`config.mk`:
```
export PLATFORM = sky130hd
export DESIGN_NAME = seg7_count_display_flat
export DESIGN_NICKNAME = d
export VERILOG_FILES = /design/src/rtl/seg7_pkg.sv /design/src/rtl/seg7_count_display_if.sv /design/src/rtl/bcd_to_seg7.sv /design/src/rtl/seg7_count_display.sv /design/src/flat_wrapper.sv
export SDC_FILE = /design/constraint.sdc
export NUM_CORES = 1
export LEC_CHECK = 0
export CORE_ASPECT_RATIO = 2
export CORE_UTILIZATION = 35
export CTS_CLUSTER_DIAMETER = 120
export CTS_CLUSTER_SIZE = 24
export DETAILED_ROUTE_END_ITERATION = 8
export PLACE_DENSITY = 0.66
export SETUP_SLACK_MARGIN = 0.05
export SLEW_MARGIN = 20
export SYNTH_ARGS = -nofsm -noshare
export SYNTH_HDL_FRONTEND = slang
export SYNTH_HIERARCHICAL = 1
export SYNTH_SLANG_ARGS = --single-unit
```
`constraint.sdc`:
```
create_clock -name clk -period 1.9 [get_ports clk]
set_input_delay 0.38 -clock clk [delete_from_list [all_inputs] [get_ports clk]]
set_output_delay 0.38 -clock clk [all_outputs]
set_load 0.02 [all_outputs]
```
`src/rtl/seg7_pkg.sv`:
```
// Shared definitions for the seg7_count_display block.
// Contents: converter FSM state encoding, the committed display record type,
// segment constants (active-low gfedcba), the anode-off pattern, and the
// BCD-to-segment lookup function.
package seg7_pkg;

  localparam logic [1:0] ST_IDLE   = 2'd0;
  localparam logic [1:0] ST_CONV   = 2'd1;
  localparam logic [1:0] ST_COMMIT = 2'd2;

  localparam logic [6:0] SEG_BLANK = 7'h7F;
  localparam logic [6:0] SEG_DASH  = 7'b0111111;
  localparam logic [3:0] AN_OFF    = 4'hF;

  // Display contents, always written as a whole so the scanner never sees
  // a half-updated result.
  typedef struct packed {
    logic [3:0] tens;
    logic [3:0] ones;
    logic       oor;
  } disp_t;

  function automatic logic [6:0] digit_code(input logic [3:0] bcd);
    logic [6:0] code;
    case (bcd)
      4'd0:    code = 7'b1000000;
      4'd1:    code = 7'b1111001;
      4'd2:    code = 7'b0100100;
      4'd3:    code = 7'b0110000;
      4'd4:    code = 7'b0011001;
      4'd5:    code = 7'b0010010;
      4'd6:    code = 7'b0000010;
      4'd7:    code = 7'b1111000;
      4'd8:    code = 7'b0000000;
      4'd9:    code = 7'b0010000;
      default: code = SEG_BLANK;
    endcase
    return code;
  endfunction

endpackage

```
`src/rtl/seg7_count_display_if.sv`:
```
// Bus between the count source and the display driver.
//   value : binary count from the upstream counter
//   an    : digit anodes, active-low
//   seg   : {dp,g,f,e,d,c,b,a}, active-low
//   busy  : conversion in progress
// master = count source / observer, slave = seg7_count_display.
interface seg7_count_display_if #(
  parameter int VALUE_BITS = 8
);
  logic [VALUE_BITS-1:0] value;
  logic [3:0]            an;
  logic [7:0]            seg;
  logic                  busy;

  modport master (output value, input an, seg, busy);
  modport slave  (input value, output an, seg, busy);
endinterface

```
`src/rtl/bcd_to_seg7.sv`:
```
// Combinational BCD digit to 7-segment decoder.
//   bcd   : 4-bit digit, non-decimal codes decode to blank
//   blank : forces all segments off
//   seg   : gfedcba, active-low
module bcd_to_seg7
  import seg7_pkg::*;
(
  input  logic [3:0] bcd,
  input  logic       blank,
  output logic [6:0] seg
);

  always_comb begin
    seg = blank ? SEG_BLANK : digit_code(bcd);
  end

endmodule

```
`src/rtl/seg7_count_display.sv`:
```
// Converts an 8-bit binary count (0..99) to two BCD digits with a
// repeated-subtract-10 engine and drives a 4-digit common-anode display by
// time-multiplexed scanning. Values above 99 show "--".
//   clk : system clock
//   rst : asynchronous reset, active-low
//   bus : slave modport (value in; an, seg, busy out, all registered)
//
// state     | meaning
// ----------+-------------------------------------------------------
// ST_IDLE   | capture value into work, clear accumulators
// ST_CONV   | subtract 10 per cycle until work < 10, or flag >99
// ST_COMMIT | copy accumulators to display registers in one cycle
module seg7_count_display
  import seg7_pkg::*;
#(
  parameter int VALUE_BITS    = 8,
  parameter int SCAN_DIV_BITS = 17,
  parameter int BLANK_LEADING = 1
) (
  input  logic                clk,
  input  logic                rst,
  seg7_count_display_if.slave bus
);

  logic [1:0]               state;
  logic [VALUE_BITS-1:0]    work;
  logic [3:0]               tens_acc;
  logic [3:0]               ones_acc;
  logic                     oor_acc;
  disp_t                    disp;
  logic                     busy_q;

  logic [SCAN_DIV_BITS-1:0] cnt;
  logic [1:0]               sel;
  logic [3:0]               an_nxt;
  logic [3:0]               dig_bcd;
  logic                     dig_blank;
  logic [6:0]               dec_seg;
  logic [7:0]               seg_nxt;
  logic [3:0]               an_q;
  logic [7:0]               seg_q;

  always_ff @(posedge clk or negedge rst) begin
    if (!rst) begin
      state    <= ST_IDLE;
      work     <= '0;
      tens_acc <= '0;
      ones_acc <= '0;
      oor_acc  <= 1'b0;
      disp     <= '0;
      busy_q   <= 1'b0;
    end else begin
      case (state)
        ST_IDLE: begin
          work     <= bus.value;
          tens_acc <= '0;
          oor_acc  <= 1'b0;
          busy_q   <= 1'b1;
          state    <= ST_CONV;
        end
        ST_CONV: begin
          // Only the freshly captured value can exceed 99; once the loop
          // starts subtracting, work is already below 100.
          if (work > VALUE_BITS'(99)) begin
            oor_acc  <= 1'b1;
            ones_acc <= '0;
            state    <= ST_COMMIT;
          end else if (work >= VALUE_BITS'(10)) begin
            work     <= work - VALUE_BITS'(10);
            tens_acc <= tens_acc + 4'd1;
          end else begin
            ones_acc <= work[3:0];
            state    <= ST_COMMIT;
          end
        end
        ST_COMMIT: begin
          disp   <= '{tens: tens_acc, ones: ones_acc, oor: oor_acc};
          busy_q <= 1'b0;
          state  <= ST_IDLE;
        end
        default: begin
          busy_q <= 1'b0;
          state  <= ST_IDLE;
        end
      endcase
    end
  end

  assign sel = cnt[SCAN_DIV_BITS-1 -: 2];

  always_comb begin
    an_nxt    = AN_OFF;
    dig_bcd   = disp.ones;
    dig_blank = 1'b1;
    case (sel)
      2'd0: begin
        an_nxt    = 4'b1110;
        dig_bcd   = disp.ones;
        dig_blank = 1'b0;
      end
      2'd1: begin
        an_nxt    = 4'b1101;
        dig_bcd   = disp.tens;
        dig_blank = (BLANK_LEADING != 0) && (disp.tens == 4'd0) && !disp.oor;
      end
      2'd2:    an_nxt = 4'b1011;
      default: an_nxt = 4'b0111;
    endcase
  end

  bcd_to_seg7 u_dec (
    .bcd   (dig_bcd),
    .blank (dig_blank),
    .seg   (dec_seg)
  );

  // Slots 2/3 are always blank; the dash override only applies to slots 0/1.
  assign seg_nxt = {1'b1, (disp.oor && !sel[1]) ? SEG_DASH : dec_seg};

  // an and seg share one register stage so a slot change never shows the
  // previous digit's segments on the new anode.
  always_ff @(posedge clk or negedge rst) begin
    if (!rst) begin
      cnt   <= '0;
      an_q  <= AN_OFF;
      seg_q <= 8'hFF;
    end else begin
      cnt   <= cnt + 1'b1;
      an_q  <= an_nxt;
      seg_q <= seg_nxt;
    end
  end

  assign bus.an   = an_q;
  assign bus.seg  = seg_q;
  assign bus.busy = busy_q;

endmodule

```
`src/flat_wrapper.sv`:
```
// flat-port wrapper written by rule: the top's interface ports become plain ports
module seg7_count_display_flat import seg7_pkg::*;
#(
  parameter int VALUE_BITS    = 8,
  parameter int SCAN_DIV_BITS = 17,
  parameter int BLANK_LEADING = 1
)
  (clk, rst, bus_value, bus_an, bus_seg, bus_busy);
  seg7_count_display_if #(.VALUE_BITS(VALUE_BITS)) bus_i ();
  input  logic clk;
  input  logic rst;
  input wire logic [$bits(bus_i.value)-1:0] bus_value;
  output wire logic [$bits(bus_i.an)-1:0] bus_an;
  output wire logic [$bits(bus_i.seg)-1:0] bus_seg;
  output wire logic [$bits(bus_i.busy)-1:0] bus_busy;
  assign bus_i.value = bus_value;
  assign bus_an = bus_i.an;
  assign bus_seg = bus_i.seg;
  assign bus_busy = bus_i.busy;
  seg7_count_display #(.VALUE_BITS(VALUE_BITS), .SCAN_DIV_BITS(SCAN_DIV_BITS), .BLANK_LEADING(BLANK_LEADING)) u_core (.clk(clk), .rst(rst), .bus(bus_i));
endmodule
```
# --- Word-level counts from Yosys, hierarchy flattened ---
# Memories as Yosys holds them, arrays and structs flattened.
# Index checks and enable logic that the tools add are counted.
word_totals:
  ramBits: 0
  word_cells: 57
  n_memories: 1
  latch_bits: 0
  romBits: 112
  in_bits: 10
  register_bits: 57
op_classes:
  n_addsub: 3
  order_cmp: 2
  mul: 0
  n_shift: 0
  eq_ne: 9
  n_div: 0
  n_reduce_logical: 11
  bitwise: 0
  n_mux: 19
mem_list:
  columns: ["memory", "depth", "word_bits", "rd", "rd_ports_with_merged_regs", "write_ports", "line_no", "rtl"]
  rows:
  - ["(name not given)", 16, 7, 1, 0, 0, "seg7_pkg.sv:25", "case (bcd)"]
op_table:
  columns: ["operator", "count"]
  rows:
  - ["4-bit 2-to-1 mux", 5]
  - ["17-bit by 1-bit adder with 17-bit output (second input constant)", 1]
  - ["8-bit 2-to-1 mux", 2]
  - ["8-bit one-hot mux with 2 select lines", 1]
  - ["7-bit 2-to-1 mux", 2]
  - ["4-bit one-hot mux with 3 select lines", 1]
  - ["8-bit by 4-bit >= comparator with 1-bit output (second input constant)", 1]
  - ["8-bit by 7-bit > comparator with 1-bit output (second input constant)", 1]
  - ["4-bit one-hot mux with 2 select lines", 1]
  - ["8-bit by 4-bit subtractor with 8-bit output (second input constant)", 1]
  - ["2-bit by 1-bit != test with 1-bit output (second input constant)", 3]
  - ["1-bit one-hot mux with 2 select lines", 3]
  - ["4-bit by 1-bit adder with 4-bit output (second input constant)", 1]
  - ["2-bit by 1-bit equality test with 1-bit output (second input constant)", 2]
  - ["2-bit equality test (second input constant)", 2]
  - ["2-bit zero test", 2]
  - ["4-bit zero test", 1]
  - ["2-bit 2-to-1 mux", 2]
  - ["2-bit one-hot mux with 2 select lines", 1]
  - ["2-bit AND reduction", 2]
  - ["3-bit by 2-bit != test with 1-bit output (second input constant)", 1]
  - ["3-bit AND reduction", 1]
  - ["1-bit logical AND", 2]
  - ["1-bit zero test", 2]
  - ["other kinds (3)", 3]

# --- Longest topological paths before layout ---
# Gate-level depths: netlist of run 1.
depth:
  depth_word: 5
  depth_mapped: 8

# --- By module ---
# Netlist of run 1, hierarchy kept.
modules_own_cells:
  columns: ["mod", "cells_per_inst", "area_per_inst_um2", "n_inst", "seq_area_each_um2"]
  rows:
  - ["seg7_count_display", 215, 2486.1, 1, 1440.1]
  - ["bcd_to_seg7", 33, 236.5, 1, 0.0]

# --- Worst setup path before layout of run 1 ---
# Ideal clock, no wire load.
synth_timing:
  path_kind: "register -> register"
  from: "reg u_core.cnt[15]"
  to: "reg u_core.seg_q[3] (netlist: u_core/bus.seg[3])"
  slack_ns: 0.039
  required_time_ns: 1.836
  t_arrival_ns: 1.798
  n_path_buf: 0
  synth_period_minus_slack_ns: 1.861
  stages_incl_launch_ff: 8
  path_cell_list: "dfrtp_1 > nor2b_1 > mux2_2 > inv_1 > ha_1 > nor3b_2 > a21oi_1 > nand2b_1"
synth_via:
  elab_chain_len: 5
  elab_cells_between_ends: 7
  cone_classes: "1 x eq/ne; 4 x mux; 1 x reduce/logical; 1 x memory"
synth_rtl:
  columns: ["element", "line_no", "rtl"]
  rows:
  - ["from (decl)", "seg7_count_display.sv:33", "logic [SCAN_DIV_BITS-1:0] cnt;"]
  - ["from (signal assigned)", "seg7_count_display.sv:128", "cnt <= cnt + 1'b1;"]
  - ["2-bit by 1-bit equality test with 1-bit output", "seg7_count_display.sv:95", "case (sel)"]
  - ["4-bit 2-to-1 mux", "seg7_count_display.sv:95", null]
  - ["via u_core.dig_bcd[1]", "seg7_count_display.sv:36", "logic [3:0] dig_bcd;"]
  - ["memory 16 x 7 bit", null, null]
  - ["7-bit 2-to-1 mux", "bcd_to_seg7.sv:14", "seg = blank ? SEG_BLANK : digit_code(bcd);"]
  - ["via u_core.dec_seg[3]", "seg7_count_display.sv:38", "logic [6:0] dec_seg;"]
  - ["7-bit 2-to-1 mux", "seg7_count_display.sv:118", "assign seg_nxt = {1'b1, (disp.oor && !sel[1]) ? SEG_DASH : dec_seg};"]
  - ["via u_core.seg_nxt[3]", "seg7_count_display.sv:39", "logic [7:0] seg_nxt;"]
  - ["to (signal assigned)", "seg7_count_display.sv:130", "seg_q <= seg_nxt;"]
  - ["to (decl)", "seg7_count_display.sv:41", "logic [7:0] seg_q;"]
# The timed path passes the listed nets, and every way through them passes these cells.
# A chain may end at the register's enable or synchronous reset.

# --- Final worst setup path of run 1 ---
layout_timing:
  from: "reg u_core.seg_q[1] (netlist: u_core/bus.seg[1])"
  to: "out bus_seg[1]"
layout_rtl:
  columns: ["element", "line_no", "rtl"]
  rows:
  - ["to (decl)", "flat_wrapper.sv:14", "output wire logic [$bits(bus_i.seg)-1:0] bus_seg;"]
# No word-level cell between the ends.

==> flow_metrics.env, run 1 <==
export IMPL_drt_wl_total_um=5510
export IMPL_crit_path_max_incr_delay_ns=0.59
export IMPL_worst_ep_required_time_ns=1.52
export IMPL_first_global_vias=2127
export IMPL_cts_buffers=9
export IMPL_drive_gt1_share_pct=21.9
export IMPL_max_freq_mhz=556
export IMPL_ios=23
export IMPL_multiInputGateArea_um2=1210
export IMPL_post_drt_wl_per_cell_um=14.3
export IMPL_fillers=716
export IMPL_start_util_pct=36.1
export IMPL_areaGrowthSynthToFinish_pct=25.6
export IMPL_syn_avg_cell_area_um2=11.0
export IMPL_finalCritPeriodShare_pct=94.6
export IMPL_ant_nets=0
export IMPL_cts_hold_buf=0
export IMPL_nNetsFinal=308
export IMPL_cts_tree="built"
export IMPL_postSynthCellCount=248
export IMPL_hpwl_um=4010
export IMPL_synth_cell_type_count=48
export IMPL_synthFlopType="dfrtp_1"
export IMPL_fin_tns_setup_ns=0
export IMPL_place_gp_congestion=0.844
export IMPL_maxCapViolCount=0
export IMPL_hold_viol=0
export IMPL_grt_pass1_wl_um=9720
export IMPL_clk_pin_slew_worst_paths_ns=0.05
export IMPL_core_area_um2=7540
export IMPL_powerDensity_nw_per_um2=1570
export IMPL_p_leak_uw=0.00159
export IMPL_grt_max_degree=58
export IMPL_portBuffers=21
export IMPL_cp_max_fo=1
export IMPL_worst_ir_drop_vdd_mv=1.12
export IMPL_dr_first_iter_drc_count=91
export IMPL_ys_async_sr_fraction_pct=100
export IMPL_synth_yosys_seq_area_share_pct=52.9
export IMPL_cts_root_buf="clkbuf_16"
export IMPL_rows=45
export IMPL_syn_area_um2=2720
export IMPL_cp_start_kind="register"
export IMPL_synth_seq_cells=57
export IMPL_drtPass1Iterations=4
export IMPL_grt_total_usage_pct=15.9
export IMPL_crit_buf_inv=1
export IMPL_antenna_cells=0
export IMPL_via_per_inst=5.13
export IMPL_insertion_delay_ns=0.32
export IMPL_grt_overflow=0
export IMPL_synth_most_common_cell="dfrtp_1"
export IMPL_critPathSlowestCell="clkdlybuf4s50_1"
export IMPL_htree_levels=3
export IMPL_syn_num_nets=266
export IMPL_synth_edf_count=0
export IMPL_drc=0
export IMPL_end_kind="output pin"
export IMPL_crit_type="register to output pin"
export IMPL_final_max_slew_viol_count=0
export IMPL_synthTopCellsByArea="dfrtp_1, dfstp_2, mux2_2, ha_1, xor2_1"
export IMPL_period_needed_ns=1.80
export IMPL_die_x_um=64.4
export IMPL_rsz0062_at_grt="no"
export IMPL_cts_sinks=57
export IMPL_antenna_found_initial=0
export IMPL_num_vias=1981
export IMPL_worstPathCellList="clkdlybuf4s50_1"
export IMPL_design_die_area_um2=8160
export IMPL_hp_class="input pin to asynchronous set/reset pin"
export IMPL_die_height_um=127
export IMPL_arrival_ns=1.42
export IMPL_seq_area_um2=1440
export IMPL_synth_top_cell_area_share_pct=42.3
export IMPL_place_area_um2=3140
export IMPL_setup_violations=0
export IMPL_cp_top_family="buffers and inverters"
export IMPL_status="completed"
export IMPL_synth_top_area_cell="dfrtp_1"
export IMPL_ys_warn_count=6
export IMPL_clockBufferDepth=2
export IMPL_yosys_top_cells_count="dfrtp_1, nand2_1, nand3_1"
export IMPL_skew_ns=0.00473
export IMPL_stdcell_area_um2=3420
cell usage in the layout, fill, tap and decap left out, types with 9 or more instances in the layout:
cell type / instances
dfrtp_1: 46
nand2_1: 19
nand3_1: 15
nand2b_1: 12
mux2_2: 11
buf_4: 16
clkbuf_16: 9
dfstp_2: 11
nor2_1: 10
xor2_1: 9
clkdlybuf4s50_1: 20
a21oi_1: 12
inv_1: 14
area by class of cell:
| cell class | count | share of cell area, % |
|---|---|---|
| Clock buffer | 12 | 7.21 |
| Tap cell | 94 | 3.44 |
| Inverter | 14 | 1.54 |
| Timing Repair Buffer | 38 | 10.1 |
| Sequential cell | 57 | 42.1 |
| Multi-Input combinational cell | 170 | 35.5 |
| Clock inverter | 1 | 0.146 |
where the power goes:
part	switching [uW]	leakage (uW)	internal [uW]	total [uW]
clock network	486	0.000124	888	1370
logic	1100	0.000756	988	2090
registers	312	0.000713	1600	1910
total	1900	0.00159	3470	5370
final timing paths:
kind                                                  end                        start  slack [ns]  depth (start not counted)
min in group clk                  u_core/cnt[0]$_DFF_PN0_      u_core/cnt[0]$_DFF_PN0_        0.46                          1
min reg2reg                       u_core/cnt[0]$_DFF_PN0_      u_core/cnt[0]$_DFF_PN0_        0.46                          1
max                                            bus_seg[1]  u_core/bus.seg[1]$_DFF_PN1_        0.10                          1
max in group asynchronous     u_core/bus.seg[5]$_DFF_PN1_                          rst        1.55                          2
max reg2reg                u_core/tens_acc[3]$_DFFE_PN0P_   u_core/work[3]$_DFFE_PN0P_        0.16                          4
min                               u_core/cnt[3]$_DFF_PN0_                          rst        0.04                          2
kinds of logic after synthesis:
| logic type | after synthesis | share of synthesized area (%) |
|---|---|---|
| multiplexers | 14 | 5.74 |
| XOR/XNOR | 16 | 5.15 |
| buffers and inverters | 21 | 3.58 |
| other | 1 | 0.138 |
| AO/OA/AOI/OAI | 46 | 12.3 |
| adder cells (fa/ha/maj) | 8 | 3.68 |
| flip-flops | 57 | 52.9 |
| AND/OR/NAND/NOR | 85 | 16.5 |
per-stage QoR:
stage / power (uW) / std cells / setup WS, ns / hold WS (ns) / utilization (%)
global route: 5750 / 386 / 0.0614 / 0.0616 / 45.3
CTS: 5380 / 386 / 0.0839 / 0.0620 / 45.0
global placement: 3930 / 373 / 0.141 / 0.406 / 41.7
detailed placement: 3970 / 373 / 0.0965 / 0.406 / 41.7
finish: 5370 / 386 / 0.102 / 0.0388 / 45.3
floorplan: 3270 / 248 / 0.123 / 0.0844 / -
registers in the layout, indices dropped and copies added (netlist names):
| name | count |
|---|---|
| u_core/bus.an | 4 |
| u_core/bus.busy | 1 |
| u_core/bus.seg | 7 |
| u_core/cnt | 17 |
| u_core/disp | 9 |
| u_core/ones_acc | 4 |
| u_core/oor_acc | 1 |
| u_core/state | 2 |
| u_core/tens_acc | 4 |
| u_core/work | 8 |
per-layer routing:
| metal | up-vias | share of wire [%] | GRT usage [%] | wire [um] |
|---|---|---|---|---|
| met2 | 47 | 55 | 28.0 | 3050 |
| li1 | 954 | - | - | - |
| met4 | 0 | 4.4 | 10.3 | 242 |
| met1 | 960 | 37 | 16.0 | 2050 |
| met3 | 20 | 3.2 | 4.23 | 174 |
| met5 | - | 0 | 0 | 0 |
repair_timing:
action	in CTS	in global routing
resized for setup	0	8
setup buffers	0	0
setup endpoints to repair	0	10
Note: power is estimated with default switching activity, not from simulation.
==> run 2: changes to the inputs <==
--- a/config.mk
+++ b/config.mk
@@ -10,7 +10,7 @@
 export CTS_CLUSTER_DIAMETER = 120
 export CTS_CLUSTER_SIZE = 24
 export DETAILED_ROUTE_END_ITERATION = 8
-export PLACE_DENSITY = 0.66
+export PLACE_DENSITY_LB_ADDON = 0.25
 export SETUP_SLACK_MARGIN = 0.05
 export SLEW_MARGIN = 20
 export SYNTH_ARGS = -nofsm -noshare
==> run 2 against run 1 <==
  * Total power increased by 6.6%
  * Count of clock-buffer cells in the layout increased by 1
  * Clock power increased by 27%
  * Combinational power about the same
  * Largest power group unchanged
  * Largest cell class unchanged
  * Worst setup slack got worse by 0.0057 ns
  * Critical path type unchanged
==> flow_metrics.env, run 2 (synthesis gave the netlist of run 1 again) <==
export IMPL_die_x_um=64.4
export IMPL_reg_largest_list="u_core/cnt (17), u_core/disp (9), u_core/work (8)"
export IMPL_holdWs_ns=0.0466
export IMPL_drc=0
export IMPL_rsz0062_at_grt="no"
export IMPL_setup_violations=0
export IMPL_cts_resized=0
export IMPL_max_freq_mhz=554
export IMPL_grt_max_degree=58
export IMPL_cp_top_family="buffers and inverters"
export IMPL_met3_usage_pct=4.68
export IMPL_hpwl_um=4040
export IMPL_clockBufferDepth=2
export IMPL_setup_slack_ns=0.0962
export IMPL_grt_use_met1_pct=15.4
export IMPL_place_ws_ns=0.118
export IMPL_gr_usage_met2_pct=27.6
export IMPL_hold_viol=0
export IMPL_worst_ep_required_time_ns=1.52
export IMPL_nNetsFinal=307
export IMPL_regMostFlops="u_core/cnt"
export IMPL_areaGrowthSynthToFinish_pct=27.5
export IMPL_largest_reg_flops=17
export IMPL_worstPathCellList="clkdlybuf4s50_1"
export IMPL_cts_buffers=9
export IMPL_final_common_cell="dfrtp_1"
export IMPL_gr_max_usage_layer="met2"
export IMPL_hp_class="input pin to asynchronous set/reset pin"
export IMPL_drt_wl_total_um=5500
export IMPL_grt_pass1_wl_um=9470
export IMPL_dr_first_iter_drc_count=73
export IMPL_insertion_delay_ns=0.32
export IMPL_die_height_um=127
export IMPL_cts_sinks=57
export IMPL_p_leak_uw=0.00162
export IMPL_relSlewSlack_pct=64.6
export IMPL_crit_buf_inv=1
export IMPL_cts_tree="built"
export IMPL_worstReg2RegStart="u_core/cnt[16]$_DFF_PN0_"
export IMPL_ant_nets=0
export IMPL_worst_ir_drop_vdd_mv=0.957
export IMPL_skew_ns=0.00871
export IMPL_final_max_slew_viol_count=0
export IMPL_start_util_pct=36.1
export IMPL_r2r_cells=7
export IMPL_drive_gt1_share_pct=21.5
export IMPL_cts_root_buf="clkbuf_16"
export IMPL_ios=23
export IMPL_cts_hold_buf=0
export IMPL_grt_total_usage_pct=15.7
export IMPL_crit_type="register to output pin"
export IMPL_status="completed"
export IMPL_fin_tns_setup_ns=0
export IMPL_rows=45
export IMPL_htree_levels=3
export IMPL_maxCapViolCount=0
export IMPL_layout_common_cells="dfrtp_1, clkdlybuf4s50_1, nand2_1"
export IMPL_design_die_area_um2=8160
export IMPL_portBuffers=21
export IMPL_clk_pin_slew_worst_paths_ns=0.05
export IMPL_core_area_um2=7540
export IMPL_tightest_slew_ns=0.529
export IMPL_num_vias=1942
export IMPL_ff2ff_setup_slack_ns=0.14
export IMPL_critPathSlowestCell="clkdlybuf4s50_1"
export IMPL_powerDensity_nw_per_um2=1650
export IMPL_period_needed_ns=1.80
export IMPL_via_per_inst=5.02
export IMPL_grt_overflow=0
export IMPL_finalCritPeriodShare_pct=94.9
export IMPL_first_global_vias=2012
export IMPL_cp_start_kind="register"
export IMPL_path_depth=1
export IMPL_antenna_cells=0
export IMPL_r2r_end="u_core/bus.seg[3]$_DFF_PN1_"
export IMPL_crit_path_max_incr_delay_ns=0.60
export IMPL_post_drt_wl_per_cell_um=14.2
export IMPL_antenna_found_initial=0
export IMPL_drtPass1Iterations=4
export IMPL_cp_startpoint="u_core/bus.seg[4]$_DFF_PN1_"
export IMPL_fillers=737
export IMPL_place_gp_congestion=0.830
export IMPL_postCtsSetupRepairBufs=0
export IMPL_cp_max_fo=1
export IMPL_end_kind="output pin"
export IMPL_arrival_ns=1.42
export IMPL_crit_path_end="bus_seg[4]"
run 2: cell types whose count changed in the layout (fill, tap and decap cells not counted), sizes merged:
cell	change
buf	-1
bufinv	+2
clkbuf	+1
clkinv	-1
run 2: power breakdown:
part           total [uW]  switching, uW  internal [uW]
Clock                1740            499           1240
Combinational        2060           1090            969
Sequential           1920            323           1600
Total                5730           1920           3810
run 2: how the worst min path moves through the flow:
stage	start	end	slack (ns)	depth (start not counted)
after floorplan	rst	u_core/bus.busy$_DFFE_PN0N_	0.08	0
after global placement	rst	u_core/work[0]$_DFFE_PN0P_	0.40	2
after detailed placement	rst	u_core/work[0]$_DFFE_PN0P_	0.40	2
after CTS	rst	u_core/work[3]$_DFFE_PN0P_	0.05	2
after global routing	rst	u_core/work[0]$_DFFE_PN0P_	0.07	2
final	rst	u_core/work[0]$_DFFE_PN0P_	0.05	2
run 2: layout make-up:
| class | instances | area (um2) | area share [%] |
|---|---|---|---|
| Clock buffer | 13 | 270 | 7.79 |
| Tap cell | 94 | 118 | 3.39 |
| Timing Repair Buffer | 37 | 338 | 9.73 |
| Inverter | 14 | 52.6 | 1.51 |
| Clock inverter | 2 | 60.1 | 1.73 |
| Sequential cell | 57 | 1440 | 41.5 |
| Multi-Input combinational cell | 170 | 1190 | 34.4 |
run 2: metal layers:
| layer | up-vias | wire (um) |
|---|---|---|
| met5 | - | 0 |
| met4 | 0 | 327 |
| met3 | 23 | 153 |
| met2 | 43 | 3060 |
| met1 | 931 | 1960 |
| li1 | 945 | - |
run 2: metrics by stage:
step                      cell area (um2)  utilization [%]  total power (uW)  cells
after detailed placement             3140             41.6              3990    372
after floorplan                      2730                -              3270    248
after global placement               3140             41.6              3970    372
after CTS                            3470             45.9              5770    387
after global routing                 3470             46.0              6090    387
final                                3470             46.0              5730    387
==> run 3: changes to the inputs <==
--- a/config.mk
+++ b/config.mk
@@ -11,9 +11,9 @@
 export CTS_CLUSTER_SIZE = 24
 export DETAILED_ROUTE_END_ITERATION = 8
 export PLACE_DENSITY_LB_ADDON = 0.25
+export REMOVE_ABC_BUFFERS = 1
 export SETUP_SLACK_MARGIN = 0.05
 export SLEW_MARGIN = 20
 export SYNTH_ARGS = -nofsm -noshare
 export SYNTH_HDL_FRONTEND = slang
-export SYNTH_HIERARCHICAL = 1
 export SYNTH_SLANG_ARGS = --single-unit
==> run 3 against run 2 <==
  * Combinational power decreased by 6%
  * Sequential cell count is the same
  * Final area down 3.7%
  * Total power fell by 5.4%
  * Sequential power up 3%
  * Critical path type unchanged
  * Critical endpoint is now bus_seg[1]
  * Largest cell class unchanged
  * Highest routed layer unchanged
==> flow_metrics.env, run 3 <==
export IMPL_status="completed"
export IMPL_setup_violations=0
export IMPL_via_per_inst=5.10
export IMPL_worstPathCellList="clkdlybuf4s50_1"
export IMPL_fillers=755
export IMPL_synth_cell_type_count=62
export IMPL_cp_start_kind="register"
export IMPL_syn_avg_cell_area_um2=11.4
export IMPL_portBuffers=21
export IMPL_first_global_vias=1890
export IMPL_ys_warn_count=0
export IMPL_grt_overflow=0
export IMPL_rsz0062_at_grt="no"
export IMPL_yosys_top_cells_count="dfrtp_1, nand2_1, nor2_1"
export IMPL_max_freq_mhz=555
export IMPL_cts_root_buf="clkbuf_16"
export IMPL_clk_pin_slew_worst_paths_ns=0.05
export IMPL_synth_most_common_cell="dfrtp_1"
export IMPL_grt_total_usage_pct=15.2
export IMPL_powerDensity_nw_per_um2=1620
export IMPL_worst_ep_required_time_ns=1.52
export IMPL_drtPass1Iterations=4
export IMPL_p_switching_uw=1920
export IMPL_num_vias=1893
export IMPL_crit_path_max_incr_delay_ns=0.59
export IMPL_nNetsFinal=285
export IMPL_synthFlopType="dfrtp_1"
export IMPL_place_gp_congestion=0.835
export IMPL_htree_levels=3
export IMPL_final_max_slew_viol_count=0
export IMPL_antenna_found_initial=0
export IMPL_comb_power_share_pct=35.9
export IMPL_synth_seq_cells=57
export IMPL_drive_gt1_share_pct=23.1
export IMPL_die_height_um=126
export IMPL_final_common_cell="dfrtp_1"
export IMPL_end_kind="output pin"
export IMPL_pwr_share_clk_pct=27.6
export IMPL_critPathSlowestCell="clkdlybuf4s50_1"
export IMPL_skew_ns=0.00656
export IMPL_antenna_cells=0
export IMPL_cts_tree="built"
export IMPL_clockBufferDepth=2
export IMPL_ant_nets=0
export IMPL_p_int_uw=3500
export IMPL_start_util_pct=35.8
export IMPL_fin_tns_setup_ns=0
export IMPL_regMostFlops="u_core.cnt"
export IMPL_cts_buffers=9
export IMPL_largest_reg_flops=17
export IMPL_drc=0
export IMPL_ys_async_sr_fraction_pct=100
export IMPL_synth_top_cell_area_share_pct=42.7
export IMPL_rows=45
export IMPL_areaGrowthSynthToFinish_pct=23.8
export IMPL_cts_resized=0
export IMPL_synthTopCellsByArea="dfrtp_1, dfstp_2, mux2_2, xnor2_1, nand2_1"
export IMPL_drt_wl_total_um=5260
export IMPL_layout_common_cells="dfrtp_1, nand2_1, clkdlybuf4s50_1"
export IMPL_setup_slack_ns=0.0988
export IMPL_worst_ir_drop_vdd_mv=0.978
export IMPL_synth_yosys_seq_area_share_pct=53.4
export IMPL_power_frac_seq_pct=36.5
export IMPL_p_sw_share_pct=35.4
export IMPL_insertion_delay_ns=0.32
export IMPL_dr_first_iter_drc_count=66
export IMPL_postSynthCellCount=237
export IMPL_crit_type="register to output pin"
export IMPL_hold_viol=0
export IMPL_period_needed_ns=1.80
export IMPL_grt_pass1_wl_um=9030
export IMPL_cp_top_family="buffers and inverters"
export IMPL_synth_top_area_cell="dfrtp_1"
export IMPL_arrival_ns=1.42
export IMPL_core_area_um2=7540
export IMPL_finalPower_uw=5420
export IMPL_crit_buf_inv=1
export IMPL_die_x_um=64.1
export IMPL_holdWs_ns=0.443
export IMPL_design_die_area_um2=8090
export IMPL_finalCritPeriodShare_pct=94.8
export IMPL_reg_largest_list="u_core.cnt (17), u_core.disp (9), u_core.work (8)"
export IMPL_ios=23
export IMPL_place_ws_ns=0.137
export IMPL_synth_edf_count=0
export IMPL_p_leak_uw=0.00152
export IMPL_final_core_util_pct=44.3
export IMPL_grt_max_degree=51
export IMPL_cp_max_fo=1
export IMPL_hp_class="input pin to asynchronous set/reset pin"
export IMPL_maxCapViolCount=0
export IMPL_cts_sinks=57
export IMPL_syn_area_um2=2700
export IMPL_post_drt_wl_per_cell_um=14.2
export IMPL_hpwl_um=3740
## run 3: cell count changes after synthesis, sizes merged, moves of 4 or more
| cell | before | now |
|---|---|---|
| a21oi | 12 | 6 |
| xnor2 | 7 | 11 |
| a22o | 4 | 0 |
| nor2 | 10 | 15 |
| ha | 8 | 3 |
| mux2i | 1 | 9 |
| nand2b | 13 | 3 |
| nor3 | 9 | 3 |
| a21o | 0 | 4 |
## run 3: routing by layer
| metal | routed length, um | global-route usage (%) | vias up | part of all wire [%] |
|---|---|---|---|---|
| li1 | - | - | 916 | - |
| met1 | 1980 | 15.4 | 914 | 38 |
| met2 | 2860 | 25.5 | 45 | 54 |
| met3 | 217 | 4.98 | 18 | 4.1 |
| met4 | 199 | 11.0 | 0 | 3.8 |
| met5 | 0 | 0 | - | 0 |
## run 3: path summary, 6_finish.rpt
path                                                   from                     endpoint  slack [ns]  cells after the start
worst max-delay path            u_core.bus.seg[1]$_DFF_PN1_                   bus_seg[1]         0.1                      1
worst min-delay path                                    rst      u_core.cnt[8]$_DFF_PN0_        0.44                      2
worst max register to register   u_core.work[4]$_DFFE_PN0P_   u_core.work[1]$_DFFE_PN0P_        0.14                      4
worst min register to register      u_core.cnt[5]$_DFF_PN0_      u_core.cnt[5]$_DFF_PN0_        0.47                      1
max in group asynchronous                               rst  u_core.bus.seg[2]$_DFF_PN1_        0.88                      3
min in group clk                    u_core.cnt[5]$_DFF_PN0_      u_core.cnt[5]$_DFF_PN0_        0.47                      1
## run 3: area by class of cell
class	count	area (um2)	share of cell area, %
clock buffer	13	270	8.09
clock inverter	3	15.0	0.449
inverter	12	45.0	1.35
multi-input combinational	161	1160	34.6
sequential	57	1440	43.1
tap	94	118	3.52
timing repair buffer	31	295	8.84
## run 3: cells by family after synthesis
family	count (synthesis)	share of synthesized area, %
other cells	1	0.139
compound gates	47	13.5
mux	21	8.95
buf+inv	19	3.76
flops	57	53.4
fa+ha+maj	3	1.39
simple gates	71	13.1
xor+xnor	18	5.84
## run 3: through the flow
| stage | std cells | cell area, um2 |
|---|---|---|
| finish | 371 | 3340 |
| global route | 371 | 3340 |
| CTS | 371 | 3340 |
| detailed placement | 354 | 3050 |
| global placement | 354 | 3050 |
| floorplan | 230 | 2640 |
## run 3: power by group through the flow
stage / clock network (uW) / registers [uW] / logic, uW
detailed placement: 0 / 2010 / 1960
global route: 1600 / 2040 / 2160
floorplan: 0 / 2030 / 1240
CTS: 1550 / 1990 / 1970
finish: 1500 / 1980 / 1940
global placement: 0 / 1990 / 1930
## run 3: repair_timing
item | 4_1_cts | 5_1_grt
buffers inserted | 0 | 0
hold buffers | 1 | 0
endpoints found under the setup margin | 0 | 0
hold endpoints to repair | 7 | 0
